<file path="src/rtl/brq_dccm_sram_ctrl.sv">
// Single-port data-memory controller between the core load/store unit and a banked SRAM.
// Accepts aligned byte/half/word accesses, sub-word stores are read-modify-write.
module brq_dccm_sram_ctrl #(
    parameter int DataWidth  = 32,
    parameter int AddrWidth  = 15,
    parameter int NumBanks   = 1,
    parameter int WaitStates = 0
) (
    input  logic                                       brq_clk,
    input  logic                                       brq_rst,
    input  logic                                       Data_mem_read_en,
    input  logic                                       Data_mem_write_en,
    input  logic [2:0]                                 ldst_byte_en,
    input  logic [AddrWidth-1:0]                       Data_mem_address,
    input  logic [DataWidth-1:0]                       Data_mem_dataIn,
    output logic [DataWidth-1:0]                       Data_mem_dataOut,
    output logic                                       rvalid,
    output logic                                       stall,
    output logic                                       acc_err,
    output logic [AddrWidth-2-$clog2(NumBanks)-1:0]    sram_addr,
    output logic [NumBanks-1:0]                        sram_csb,
    output logic                                       sram_web,
    output logic                                       sram_oeb,
    output logic [DataWidth-1:0]                       sram_wdata,
    input  logic [DataWidth-1:0]                       sram_rdata
);

    localparam int BankBits = $clog2(NumBanks);
    localparam int BankW    = (BankBits > 0) ? BankBits : 1;
    localparam int WordW    = AddrWidth - 2 - BankBits;
    localparam logic [2:0] WaitLast = 3'(WaitStates);

    localparam logic [2:0] IDLE   = 3'd0;
    localparam logic [2:0] ACC    = 3'd1;
    localparam logic [2:0] RMW_RD = 3'd2;
    localparam logic [2:0] RMW_WR = 3'd3;
    localparam logic [2:0] DONE   = 3'd4;

    localparam logic [1:0] SizeByte = 2'b00;
    localparam logic [1:0] SizeHalf = 2'b01;
    localparam logic [1:0] SizeWord = 2'b10;

    logic [2:0]           state_q, state_d;
    logic [2:0]           waitCnt_q, waitCnt_d;
    logic                 isLoad_q, isLoad_d;
    logic [1:0]           size_q, size_d;
    logic                 zext_q, zext_d;
    logic [1:0]           lane_q, lane_d;
    logic [BankW-1:0]     bank_q, bank_d;
    logic [WordW-1:0]     addr_q, addr_d;
    logic [DataWidth-1:0] wdata_q, wdata_d;
    logic [DataWidth-1:0] dout_q, dout_d;
    logic                 accErr_q, accErr_d;

    logic [1:0]       reqSize;
    logic [1:0]       reqLane;
    logic [BankW-1:0] reqBank;
    logic [WordW-1:0] reqWord;
    logic             reqAny;
    logic             reqIllegal;
    logic             reqValid;
    logic             inWindow;
    logic             windowLast;

    assign reqSize = ldst_byte_en[1:0];
    assign reqLane = Data_mem_address[1:0];
    assign reqWord = Data_mem_address[2 +: WordW];
    assign reqAny  = Data_mem_read_en | Data_mem_write_en;

    if (BankBits > 0) begin : g_bank
        assign reqBank = Data_mem_address[AddrWidth-1 -: BankW];
    end else begin : g_nobank
        assign reqBank = '0;
    end

    // Misaligned, illegal-size and simultaneous load+store requests never touch the SRAM.
    assign reqIllegal = (Data_mem_read_en & Data_mem_write_en)
                      | (reqSize == 2'b11)
                      | ((reqSize == SizeHalf) & reqLane[0])
                      | ((reqSize == SizeWord) & (reqLane != 2'b00));
    assign reqValid   = reqAny & ~reqIllegal;

    assign inWindow   = (state_q == ACC) | (state_q == RMW_RD) | (state_q == RMW_WR);
    assign windowLast = (waitCnt_q == WaitLast);

    function automatic logic [DataWidth-1:0] extractLoad(
        input logic [DataWidth-1:0] rdata,
        input logic [1:0]           size,
        input logic [1:0]           lane,
        input logic                 zext
    );
        logic [7:0]  b;
        logic [15:0] h;
        b = rdata[8*lane +: 8];
        h = rdata[16*lane[1] +: 16];
        case (size)
            SizeByte: extractLoad = {{(DataWidth-8){b[7] & ~zext}}, b};
            SizeHalf: extractLoad = {{(DataWidth-16){h[15] & ~zext}}, h};
            default:  extractLoad = rdata;
        endcase
    endfunction

    function automatic logic [DataWidth-1:0] mergeLanes(
        input logic [DataWidth-1:0] oldWord,
        input logic [DataWidth-1:0] data,
        input logic [1:0]           size,
        input logic [1:0]           lane
    );
        mergeLanes = oldWord;
        if (size == SizeByte) begin
            mergeLanes[8*lane +: 8] = data[7:0];
        end else begin
            mergeLanes[16*lane[1] +: 16] = data[15:0];
        end
    endfunction

    always_comb begin
        state_d   = state_q;
        waitCnt_d = waitCnt_q;
        isLoad_d  = isLoad_q;
        size_d    = size_q;
        zext_d    = zext_q;
        lane_d    = lane_q;
        bank_d    = bank_q;
        addr_d    = addr_q;
        wdata_d   = wdata_q;
        dout_d    = dout_q;
        accErr_d  = 1'b0;

        if (inWindow) begin
            waitCnt_d = windowLast ? 3'd0 : waitCnt_q + 3'd1;
        end

        case (state_q)
            IDLE: begin
                accErr_d = reqAny & reqIllegal;
                if (reqValid) begin
                    isLoad_d  = Data_mem_read_en;
                    size_d    = reqSize;
                    zext_d    = ldst_byte_en[2];
                    lane_d    = reqLane;
                    bank_d    = reqBank;
                    addr_d    = reqWord;
                    wdata_d   = Data_mem_dataIn;
                    waitCnt_d = 3'd0;
                    state_d   = (Data_mem_read_en || reqSize == SizeWord) ? ACC : RMW_RD;
                end
            end
            ACC: begin
                if (windowLast) begin
                    state_d = DONE;
                    if (isLoad_q) begin
                        dout_d = extractLoad(sram_rdata, size_q, lane_q, zext_q);
                    end
                end
            end
            // The merged word replaces the raw store data so the write window drives it directly.
            RMW_RD: begin
                if (windowLast) begin
                    wdata_d = mergeLanes(sram_rdata, wdata_q, size_q, lane_q);
                    state_d = RMW_WR;
                end
            end
            RMW_WR: begin
                if (windowLast) begin
                    state_d = DONE;
                end
            end
            DONE:    state_d = IDLE;
            default: state_d = IDLE;
        endcase
    end

    always_ff @(posedge brq_clk) begin
        if (brq_rst) begin
            state_q   <= IDLE;
            waitCnt_q <= 3'd0;
            isLoad_q  <= 1'b0;
            size_q    <= 2'b00;
            zext_q    <= 1'b0;
            lane_q    <= 2'b00;
            bank_q    <= '0;
            addr_q    <= '0;
            wdata_q   <= '0;
            dout_q    <= '0;
            accErr_q  <= 1'b0;
        end else begin
            state_q   <= state_d;
            waitCnt_q <= waitCnt_d;
            isLoad_q  <= isLoad_d;
            size_q    <= size_d;
            zext_q    <= zext_d;
            lane_q    <= lane_d;
            bank_q    <= bank_d;
            addr_q    <= addr_d;
            wdata_q   <= wdata_d;
            dout_q    <= dout_d;
            accErr_q  <= accErr_d;
        end
    end

    always_comb begin
        sram_csb = '1;
        for (int b = 0; b < NumBanks; b++) begin
            sram_csb[b] = ~(inWindow & (int'(bank_q) == b));
        end
    end

    assign sram_web   = ~(((state_q == ACC) & ~isLoad_q) | (state_q == RMW_WR));
    assign sram_oeb   = ~(((state_q == ACC) &  isLoad_q) | (state_q == RMW_RD));
    assign sram_addr  = addr_q;
    assign sram_wdata = wdata_q;

    // DONE already reports completion, so the core may move on during it.
    assign stall   = ((state_q != IDLE) & (state_q != DONE)) | ((state_q == IDLE) & reqValid);
    assign rvalid  = (state_q == DONE) & isLoad_q;
    assign acc_err = accErr_q;
    assign Data_mem_dataOut = dout_q;

endmodule

</file>
<file path="config.mk">
export PLATFORM = sky130hd
export DESIGN_NAME = brq_dccm_sram_ctrl
export DESIGN_NICKNAME = d
export VERILOG_FILES = /design/src/rtl/brq_dccm_sram_ctrl.sv
export SDC_FILE = /design/constraint.sdc
export NUM_CORES = 1
export LEC_CHECK = 0
export BUFFER_PORTS_ARGS = -buffer_cell sky130_fd_sc_hd__buf_4
export CORE_UTILIZATION = 55
export DETAILED_ROUTE_END_ITERATION = 6
export HOLD_SLACK_MARGIN = 0.03
export PLACE_DENSITY = 0.92
export REMOVE_ABC_BUFFERS = 1
export SKIP_LAST_GASP = 1
export SLEW_MARGIN = 20
export SYNTH_ARGS = -nofsm -noshare
export SYNTH_HDL_FRONTEND = slang
export SYNTH_SLANG_ARGS = --single-unit
</file>
<file path="constraint.sdc">
create_clock -name brq_clk -period 4.9 [get_ports brq_clk]
set_input_delay 0.98 -clock brq_clk [delete_from_list [all_inputs] [get_ports brq_clk]]
set_output_delay 0.98 -clock brq_clk [all_outputs]
set_load 0.005 [all_outputs]
</file>
==> impl_metrics.env, run 1 <==
export IMPL_timing_max_transition_violations_final=0
export IMPL_final_seq_area_um2=1800
export IMPL_synth_cells=607
export IMPL_synthesis_area_per_instance_um2=8.54
export IMPL_timing_critical_path_from="Data_mem_address[0]"
export IMPL_ctsHoldBuffers=0
export IMPL_clock_slew_seen_by_the_registers_of_the_worst_setup_and_hold_paths_ns=0.09
export IMPL_vias_per_cell=6.57
export IMPL_antenna_left=0
export IMPL_leakage_nw=2.67
export IMPL_report_final_setup_viol=0
export IMPL_insertedDiodeCount=0
export IMPL_multiInputGateArea_um2=3050
export IMPL_min_from="sram_addr[0]"
export IMPL_relSlewSlack_pct=30.9
export IMPL_postSynth_asyncResetShare_pct=0
export IMPL_detail_route_iter0_violations=469
export IMPL_dominantRegCellSynth="dfxtp_1"
export IMPL_ios=169
export IMPL_setup_slack_on_the_worst_flop_to_flop_path_ns=2.05
export IMPL_worstPathArrival_ns=2.28
export IMPL_reg2reg_start="state_q[1]"
export IMPL_detailedPlacementHpwl_um=11900
export IMPL_fin_total_pwr_w=0.00178
export IMPL_post_synth_cell_types=60
export IMPL_layout_area_overhead_vs_synth_pct=26.6
export IMPL_die_area_um2=9810
export IMPL_most_frequent_cells_in_the_layout="176 x buf_4, 90 x dfxtp_1, 85 x nand2_1"
export IMPL_setup_fix_bufs_post_cts=0
export IMPL_setup_worst_path_class="in -> out"
export IMPL_outcome="complete, no violations"
export IMPL_drt_first_pass_iters=5
export IMPL_cap_viol_max_count=0
export IMPL_hold_path_class="reg -> reg"
export IMPL_tightest_slew_ns=1.03
export IMPL_number_of_enable_flip_flop_cells_after_synthesis=0
export IMPL_clock_sinks=90
export IMPL_synth_top_area_cell="dfxtp_1"
export IMPL_place_port_buffers=168
export IMPL_final_layout_size_suffix_gt1_share_pct=31.6
export IMPL_grt_start_max_net_pins=68
export IMPL_antenna_violations_before_repair=0
export IMPL_synth_sequential_area_ratio_pct=34.8
export IMPL_fp_dieH_um=99.1
export IMPL_yosys_warnings=0
export IMPL_start_kind="input port"
export IMPL_grt_pass1_wl_um=25900
export IMPL_postRouteWirelength_um=16800
export IMPL_final_net_count=829
export IMPL_fill_count=690
export IMPL_synth_largest_type_area_fraction_pct=34.8
export IMPL_drc=0
export IMPL_min_period_over_period_pct=66.5
export IMPL_timing_critical_path_to_type="primary output"
export IMPL_power_density_nw_per_um2=271
export IMPL_global_route_overflow_total=0
export IMPL_synth_seq_cells=90
export IMPL_layout_commonest_cell="buf_4"
export IMPL_routabilityCongestion=0.884
export IMPL_post_cts_resized_instances=0
export IMPL_number_of_global_route_vias_before_repair=5181
export IMPL_clk_insertion_delay_late_ns=0.37
export IMPL_tritoncts_num_buffers=9
export IMPL_num_rows=35
export IMPL_vias_after_detailed_routing=5596
export IMPL_mappedNetlistArea_um2=5180
export IMPL_finalClockSkew_ns=0.0107
export IMPL_fmaxAchievable_ghz=0.307
export IMPL_global_route_usage_total_pct=33.6
export IMPL_tritoncts_clock_tree="yes"
export IMPL_effective_utilization_at_floorplan_pct=56.3
export IMPL_worst_endpoint_required_ns=3.92
export IMPL_h_tree_levels=3
export IMPL_fp_dieW_um=99.1
export IMPL_rsz0062_at_grt="false"
export IMPL_cts_buffer_depth=2
export IMPL_final_hold_violation_count=0
export IMPL_critical_path_max_fanout=29
export IMPL_period_needed_ns=3.26
export IMPL_routed_wire_length_per_instance_um=19.8
export IMPL_setup_total_negative_slack_ns=0
export IMPL_core_area_um2=9200
export IMPL_cts_root_buf="clkbuf_8"
export IMPL_synthTopCellsByArea="dfxtp_1 35%, a21oi_1 6.2%, nand2_1 6.2%, o21ai_0 3.9%, mux2i_1 3.5%"
export IMPL_vdd_drop_max_mv=0.160
-- power by group --
part           leakage [nW]  total [W]  internal [W]  switching [W]
logic                  1.84   0.000455      0.000217       0.000238
registers             0.732   0.000828      0.000777      0.0000516
clock network        0.0972   0.000494      0.000204       0.000290
total                  2.67    0.00178       0.00120       0.000580
-- path summary, 6_finish.rpt --
check	to	cells past startpoint
worst min register to register	sram_addr[0]	2
worst max register to register	sram_wdata[22]	4
worst min-delay path	sram_addr[0]	2
worst max-delay path	stall	6
-- metal layers --
layer  global-route usage [%]  vias to the layer above  wire [um]  part of all wire, %
li1                         -                     2540          -                    -
met1                     40.8                     2597       6390                   38
met2                     55.7                      393       7800                   46
met3                     5.18                       66       1820                   11
met4                     21.4                        0        827                  4.9
met5                        0                        -          0                    0
-- flip-flops by register name, indices dropped and copies added, names as in the netlist, 2 cells and up --
name              cells
sram_wdata           32
sram_addr            13
Data_mem_dataOut     32
lane_q                2
size_q                2
state_q               3
waitCnt_q             3
-- Yosys cell counts (2+ instances only) --
cell / count
nand4_1: 8
nor4b_1: 8
or3_4: 2
mux2_2: 9
o31ai_1: 8
ha_1: 7
clkbuf_1: 33
buf_2: 17
and4b_1: 8
mux2i_1: 18
a311oi_1: 8
a221oi_1: 18
inv_1: 13
a32o_1: 16
o21ai_0: 40
a41oi_1: 8
a21o_1: 3
dfxtp_1: 90
mux2_4: 8
buf_6: 4
nor3b_1: 2
nand2b_1: 5
nand2_1: 85
or3b_2: 2
buf_4: 2
buf_1: 2
nor2b_1: 20
a21oi_1: 64
or2_2: 2
nor2_1: 5
nor4_4: 2
a31oi_1: 16
mux4_2: 7
nor3_1: 31
o22ai_1: 8
nand3_1: 4
-- layout make-up --
type	instances	area share (%)
Clock buffer	10	2.10
Clock inverter	6	0.744
Inverter	15	0.858
Multi-Input combinational cell	444	46.6
Sequential cell	90	27.5
Tap cell	111	2.12
Timing Repair Buffer	176	20.1
-- worst max-delay path: stages --
cell and delay [ns]:
buf_4 0.12, or3_4 0.42, a211o_1 0.30, buf_4 0.23
nand2_1 0.11, buf_4 0.11
-- cells by family after synthesis --
| kind of cell | share of synthesized area (%) |
|---|---|
| xor gates and xnor gates | 0.169 |
| DFF | 34.8 |
| buffers and inverters | 6.42 |
| muxes | 10.8 |
| adders and majority gates | 1.69 |
| and+or+nand+nor | 20.5 |
| AOI/OAI and AO/OA | 25.6 |
-- metrics by stage --
stage | instance area [um^2] | hold WS [ns] | setup slack, ns | instances | utilization (%)
after floorplan | 4900 | 0.447 | 1.72 | 549 | -
after global placement | 6370 | 0.444 | 1.69 | 836 | 69.3
after detailed placement | 6370 | 0.450 | 1.66 | 836 | 69.3
after CTS | 6560 | 0.463 | 1.65 | 852 | 71.3
after global routing | 6560 | 0.486 | 1.58 | 852 | 71.3
final | 6560 | 0.463 | 1.64 | 852 | 71.3
Note: power is estimated with default switching activity, not from simulation.
==> inputs of run 2 (changes only) <==
- CORE_UTILIZATION: 55 -> 51
- PLACE_DENSITY: 0.92 -> 0.86
- clock period: 4.9 -> 3.1 ns (I/O delays scaled with it)
==> impl_metrics.env, run 2 (synthesis gave the netlist of run 1 again) <==
export IMPL_outcome="complete, no violations"
export IMPL_rsz0062_at_grt="false"
export IMPL_routabilityCongestion=0.915
export IMPL_antenna_left=0
export IMPL_final_cells=878
export IMPL_clock_slew_seen_by_the_registers_of_the_worst_setup_and_hold_paths_ns=0.08
export IMPL_layout_commonest_cell="buf_4"
export IMPL_number_of_stages_on_the_worst_hold_path=2
export IMPL_crit_buf_inv=1
export IMPL_worst_hold_margin_ns=0.457
export IMPL_ctsHoldBuffers=0
export IMPL_worst_endpoint_required_ns=2.48
export IMPL_tritoncts_clock_tree="yes"
export IMPL_global_route_usage_total_pct=32.7
export IMPL_num_rows=36
export IMPL_reg2reg_start="state_q[0]"
export IMPL_fp_dieW_um=103
export IMPL_h_tree_levels=3
export IMPL_detailedPlacementHpwl_um=12500
export IMPL_clk_insertion_delay_late_ns=0.38
export IMPL_ordered_cell_list_for_the_critical_path="or3_4 -> a211o_1 -> nand2_1 -> buf_4"
export IMPL_r2r_worst_path_cells=4
export IMPL_cap_viol_max_count=0
export IMPL_effective_utilization_at_floorplan_pct=52.8
export IMPL_vias_after_detailed_routing=5534
export IMPL_timing_rr_end="sram_wdata[6]"
export IMPL_grt_pass1_wl_um=26400
export IMPL_finalWorstSetupSlack_ns=0.622
export IMPL_detail_route_iter0_violations=488
export IMPL_final_layout_size_suffix_gt1_share_pct=31.7
export IMPL_place_detailed_instances=863
export IMPL_cts_buffer_depth=2
export IMPL_setup_worst_path_class="reg -> out"
export IMPL_final_hold_violation_count=0
export IMPL_drc=0
export IMPL_relSlewSlack_pct=47.4
export IMPL_tightest_slew_ns=0.788
export IMPL_cpLargestDelayFamily="simple AND/OR/NAND/NOR gates"
export IMPL_die_area_um2=10600
export IMPL_clock_sinks=90
export IMPL_timing_critical_path_slowest_cell_delay_ns=0.46
export IMPL_number_of_global_route_vias_before_repair=5139
export IMPL_min_period_over_period_pct=79.9
export IMPL_tritoncts_num_buffers=9
export IMPL_fill_count=808
export IMPL_cts_root_buf="clkbuf_8"
export IMPL_core_area_um2=9820
export IMPL_fin_util_pct=67.6
export IMPL_placement_setup_worst_slack_ns=0.529
export IMPL_vdd_drop_max_mv=0.247
export IMPL_setup_slack_on_the_worst_flop_to_flop_path_ns=0.70
export IMPL_final_net_count=834
export IMPL_insertedDiodeCount=0
export IMPL_vias_per_cell=6.30
export IMPL_leakage_nw=2.69
export IMPL_timing_critical_path_to_type="primary output"
export IMPL_fmaxAchievable_ghz=0.404
export IMPL_ios=169
export IMPL_post_cts_resized_instances=0
export IMPL_min_from="sram_addr[7]"
export IMPL_drt_first_pass_iters=5
export IMPL_hold_path_class="reg -> reg"
export IMPL_timing_critical_path_from="state_q[2]"
export IMPL_setup_total_negative_slack_ns=0
export IMPL_fp_dieH_um=103
export IMPL_finalClockSkew_ns=0.00607
export IMPL_period_needed_ns=2.48
export IMPL_antenna_violations_before_repair=0
export IMPL_layout_area_overhead_vs_synth_pct=28.1
export IMPL_timing_hold_worst_endpoint="sram_addr[7]"
export IMPL_timing_max_transition_violations_final=0
export IMPL_postRouteWirelength_um=17500
export IMPL_routed_wire_length_per_instance_um=19.9
export IMPL_start_kind="flop"
export IMPL_power_density_nw_per_um2=430
export IMPL_most_frequent_cells_in_the_layout="180 x buf_4, 90 x dfxtp_1, 85 x nand2_1"
export IMPL_global_route_overflow_total=0
export IMPL_worstPathArrival_ns=1.86
export IMPL_place_port_buffers=168
export IMPL_cp_slowest_cell="or3_4"
export IMPL_grt_start_max_net_pins=48
export IMPL_report_final_setup_viol=0
export IMPL_critical_path_max_fanout=11
export IMPL_setup_fix_bufs_post_cts=0
## run 2: through the flow
step	area, um^2	total power (W)
final	6640	0.00285
after global routing	6640	0.00297
after CTS	6630	0.00284
after detailed placement	6450	0.00205
after global placement	6450	0.00202
after floorplan	4900	0.00168
## run 2: worst max-delay path by stage
stage | endpoint | depth (start not counted) | slack (ns)
global placement | sram_wdata[22] | 6 | 0.61
CTS | sram_wdata[26] | 4 | 0.58
finish | stall | 4 | 0.62
floorplan | Data_mem_dataOut[16] | 6 | -0.08
detailed placement | sram_wdata[20] | 6 | 0.53
global route | stall | 4 | 0.53
## run 2: layer usage
| layer | wire [um] | track usage [%] | up-vias |
|---|---|---|---|
| met3 | 1790 | 7.53 | 65 |
| met4 | 813 | 17.0 | 0 |
| met5 | 0 | 0 | - |
| met2 | 7960 | 52.3 | 345 |
| met1 | 6890 | 41.2 | 2576 |
| li1 | - | - | 2548 |
## run 2: area by class of cell
class,instances,area (um^2),share of cell area (%)
clock buffers,13,149,2.24
well taps,133,166,2.51
multi-input cells,444,3060,46.0
inverters,15,56.3,0.848
clock inverters,2,37.5,0.566
flip-flops and latches,90,1800,27.1
repair buffers,181,1370,20.7
## run 2: worst min-delay path, stage by stage, from the launching register on
cell and delay [ns]:
dfxtp_1 0.32, nand2_1 0.05, a21oi_1 0.05
## run 2: power breakdown
| group | internal [W] | total [W] | switching [W] |
|---|---|---|---|
| registers | 0.00123 | 0.00131 | 0.0000811 |
| logic | 0.000349 | 0.000730 | 0.000381 |
| clock network | 0.000392 | 0.000813 | 0.000421 |
==> inputs of run 3 (changes only) <==
- ABC_AREA: not set -> 1
- CORE_UTILIZATION: 51 -> 47
- PLACE_DENSITY: 0.86 -> 0.84
- clock period: 3.1 -> 2.2 ns (I/O delays scaled with it)
==> impl_metrics.env, run 3 <==
export IMPL_ios=169
export IMPL_postRouteWirelength_um=17000
export IMPL_dominantRegCellSynth="dfxtp_1"
export IMPL_tritoncts_num_buffers=9
export IMPL_grt_pass1_wl_um=26800
export IMPL_routabilityCongestion=0.925
export IMPL_global_route_usage_total_pct=29.2
export IMPL_placed_cell_area_um2=6630
export IMPL_outcome="complete, no violations"
export IMPL_number_of_enable_flip_flop_cells_after_synthesis=0
export IMPL_synth_cells=839
export IMPL_vdd_drop_max_mv=0.499
export IMPL_ctsHoldBuffers=0
export IMPL_worstPathArrival_ns=2.27
export IMPL_post_synth_xor_area_fraction_pct=0
export IMPL_commonest_cells_post_synth="235 x nand2_1, 121 x nor2_1, 90 x dfxtp_1"
export IMPL_clock_sinks=90
export IMPL_period_needed_ns=1.99
export IMPL_routed_wire_length_per_instance_um=15.0
export IMPL_antenna_left=0
export IMPL_yosys_warnings=0
export IMPL_number_of_stages_on_the_worst_hold_path=3
export IMPL_reg2reg_start="lane_q[1]"
export IMPL_top_layer="met4"
export IMPL_final_layout_size_suffix_gt1_share_pct=23.8
export IMPL_antenna_violations_before_repair=0
export IMPL_final_cells=1135
export IMPL_relSlewSlack_pct=65.0
export IMPL_timing_hold_worst_endpoint="sram_addr[5]"
export IMPL_synthTopCellsByArea="dfxtp_1 34%, nand2_1 17%, nor2_1 8.6%, a21oi_1 7.3%, inv_1 5.2%"
export IMPL_vias_per_cell=5.37
export IMPL_setup_total_negative_slack_ns=0
export IMPL_hold_path_class="in -> reg"
export IMPL_effective_utilization_at_floorplan_pct=48.6
export IMPL_tightest_slew_ns=0.525
export IMPL_num_rows=38
export IMPL_post_synth_cell_types=36
export IMPL_clock_slew_seen_by_the_registers_of_the_worst_setup_and_hold_paths_ns=0.07
export IMPL_rsz0062_at_grt="false"
export IMPL_report_final_setup_viol=0
export IMPL_worst_endpoint_required_ns=2.48
export IMPL_power_density_nw_per_um2=839
export IMPL_vias_after_detailed_routing=6093
export IMPL_post_cts_resized_instances=0
export IMPL_synth_compound_gate_area_share_pct=17.9
export IMPL_synth_largest_type_area_fraction_pct=33.9
export IMPL_post_synth_mux_area_share_pct=0
export IMPL_r2r_worst_path_cells=10
export IMPL_start_kind="flop"
export IMPL_place_detailed_instances=1119
export IMPL_layout_area_overhead_vs_synth_pct=30.7
export IMPL_drt_met1_wl_um=7140
export IMPL_fill_count=994
export IMPL_fp_dieW_um=108
export IMPL_core_area_um2=10900
export IMPL_h_tree_levels=3
export IMPL_clk_insertion_delay_late_ns=0.35
export IMPL_detail_route_iter0_violations=567
export IMPL_timing_rr_end="sram_wdata[16]"
export IMPL_layout_commonest_cell="nand2_1"
export IMPL_yosys_area_share_adder_pct=1.65
export IMPL_stdcell_area_um2=6940
export IMPL_setup_slack_on_the_worst_flop_to_flop_path_ns=0.21
export IMPL_cap_viol_max_count=0
export IMPL_setup_worst_path_class="reg -> reg"
export IMPL_synth_top_area_cell="dfxtp_1"
export IMPL_synth_seq_cells=90
export IMPL_critical_path_max_fanout=8
export IMPL_yosysMostFrequentCell="nand2_1"
export IMPL_fp_dieH_um=108
export IMPL_die_area_um2=11700
export IMPL_synth_sequential_area_ratio_pct=33.9
export IMPL_fin_total_pwr_w=0.00583
export IMPL_leakage_nw=3.40
export IMPL_min_from="Data_mem_address[7]"
export IMPL_final_hold_violation_count=0
export IMPL_place_port_buffers=168
export IMPL_setup_fix_bufs_post_cts=0
export IMPL_timing_max_transition_violations_final=0
export IMPL_drt_first_pass_iters=7
export IMPL_detailedPlacementHpwl_um=12500
export IMPL_fmaxAchievable_ghz=0.503
export IMPL_met3WireLength_um=1660
export IMPL_cts_buffer_depth=2
export IMPL_post_synth_and_or_nand_nor_area_fraction_pct=36.2
export IMPL_synthesis_area_per_instance_um2=6.33
export IMPL_postSynth_asyncResetShare_pct=0
export IMPL_finalClockSkew_ns=0.0121
export IMPL_most_frequent_cells_in_the_layout="235 x nand2_1, 182 x buf_4, 121 x nor2_1"
export IMPL_tritoncts_clock_tree="yes"
export IMPL_number_of_global_route_vias_before_repair=5473
export IMPL_drc=0
export IMPL_cts_root_buf="clkbuf_16"
export IMPL_routed_wl_met2_um=7840
export IMPL_final_net_count=1083
export IMPL_grt_start_max_net_pins=50
export IMPL_min_period_over_period_pct=90.3
export IMPL_mappedNetlistArea_um2=5310
export IMPL_timing_critical_path_to_type="flop"
export IMPL_combinational_family_with_the_most_area_after_synthesis="simple AND/OR/NAND/NOR gates"
export IMPL_insertedDiodeCount=0
export IMPL_global_route_overflow_total=0
==> run 3: metal layers <==
layer / vias up / GRT usage (%)
met2: 299 / 48.9
met3: 32 / 5.67
met4: 0 / 8.78
met5: - / 0
li1: 3004 / -
met1: 2758 / 37.9
==> run 3: critical path, cell delays in order (launching register included) <==
cell	delay, ns
dfxtp_1	0.35
clkinv_1	0.17
ha_1	0.35
inv_1	0.05
nor2_1	0.40
nand3_1	0.16
nand2_1	0.10
nand2_1	0.07
nand4_1	0.09
nor2_1	0.06
nor2_1	0.12
==> run 3: per-stage QoR <==
| stage | setup WS [ns] | hold WS, ns | utilization [%] |
|---|---|---|---|
| final | 0.213 | 0.343 | 63.5 |
| after global routing | 0.0630 | 0.351 | 63.5 |
| after CTS | 0.237 | 0.343 | 63.5 |
| after detailed placement | 0.291 | 0.458 | 60.6 |
| after global placement | 0.336 | 0.453 | 60.6 |
| after floorplan | -0.553 | 0.456 | - |
==> run 3: cells by family (layout without fill, tap and decap cells) <==
logic type	Yosys count	count (layout)
fa+ha+maj	7	7
simple gates	444	444
flops	90	90
buf+inv	126	282
compound gates	172	172
==> run 3: power by group <==
group / leakage (nW) / internal [W] / switching (W)
sequential: 0.735 / 0.00187 / 0.000210
combinational: 2.52 / 0.000851 / 0.00126
clock: 0.146 / 0.000923 / 0.000711
==> run 3: how the worst max path moves through the flow <==
stage / from / endpoint / slack [ns]
6_report: lane_q[1] / sram_wdata[16] / 0.21
3_5_place_dp: Data_mem_write_en / size_q[0] / 0.29
5_1_grt: lane_q[1] / sram_wdata[16] / 0.06
4_1_cts: lane_q[1] / sram_wdata[16] / 0.24
3_3_place_gp: ldst_byte_en[1] / isLoad_q / 0.34
2_1_floorplan: lane_q[1] / sram_wdata[0] / -0.55
==> run 3: layout make-up <==
cell class / instances / area (um^2) / share of cell area (%)
clock buffers: 10 / 239 / 3.44
clock inverters: 6 / 71.3 / 1.03
inverters: 83 / 312 / 4.49
multi-input cells: 623 / 2960 / 42.6
flip-flops and latches: 90 / 1800 / 26.0
well taps: 140 / 175 / 2.52
repair buffers: 183 / 1390 / 20.0
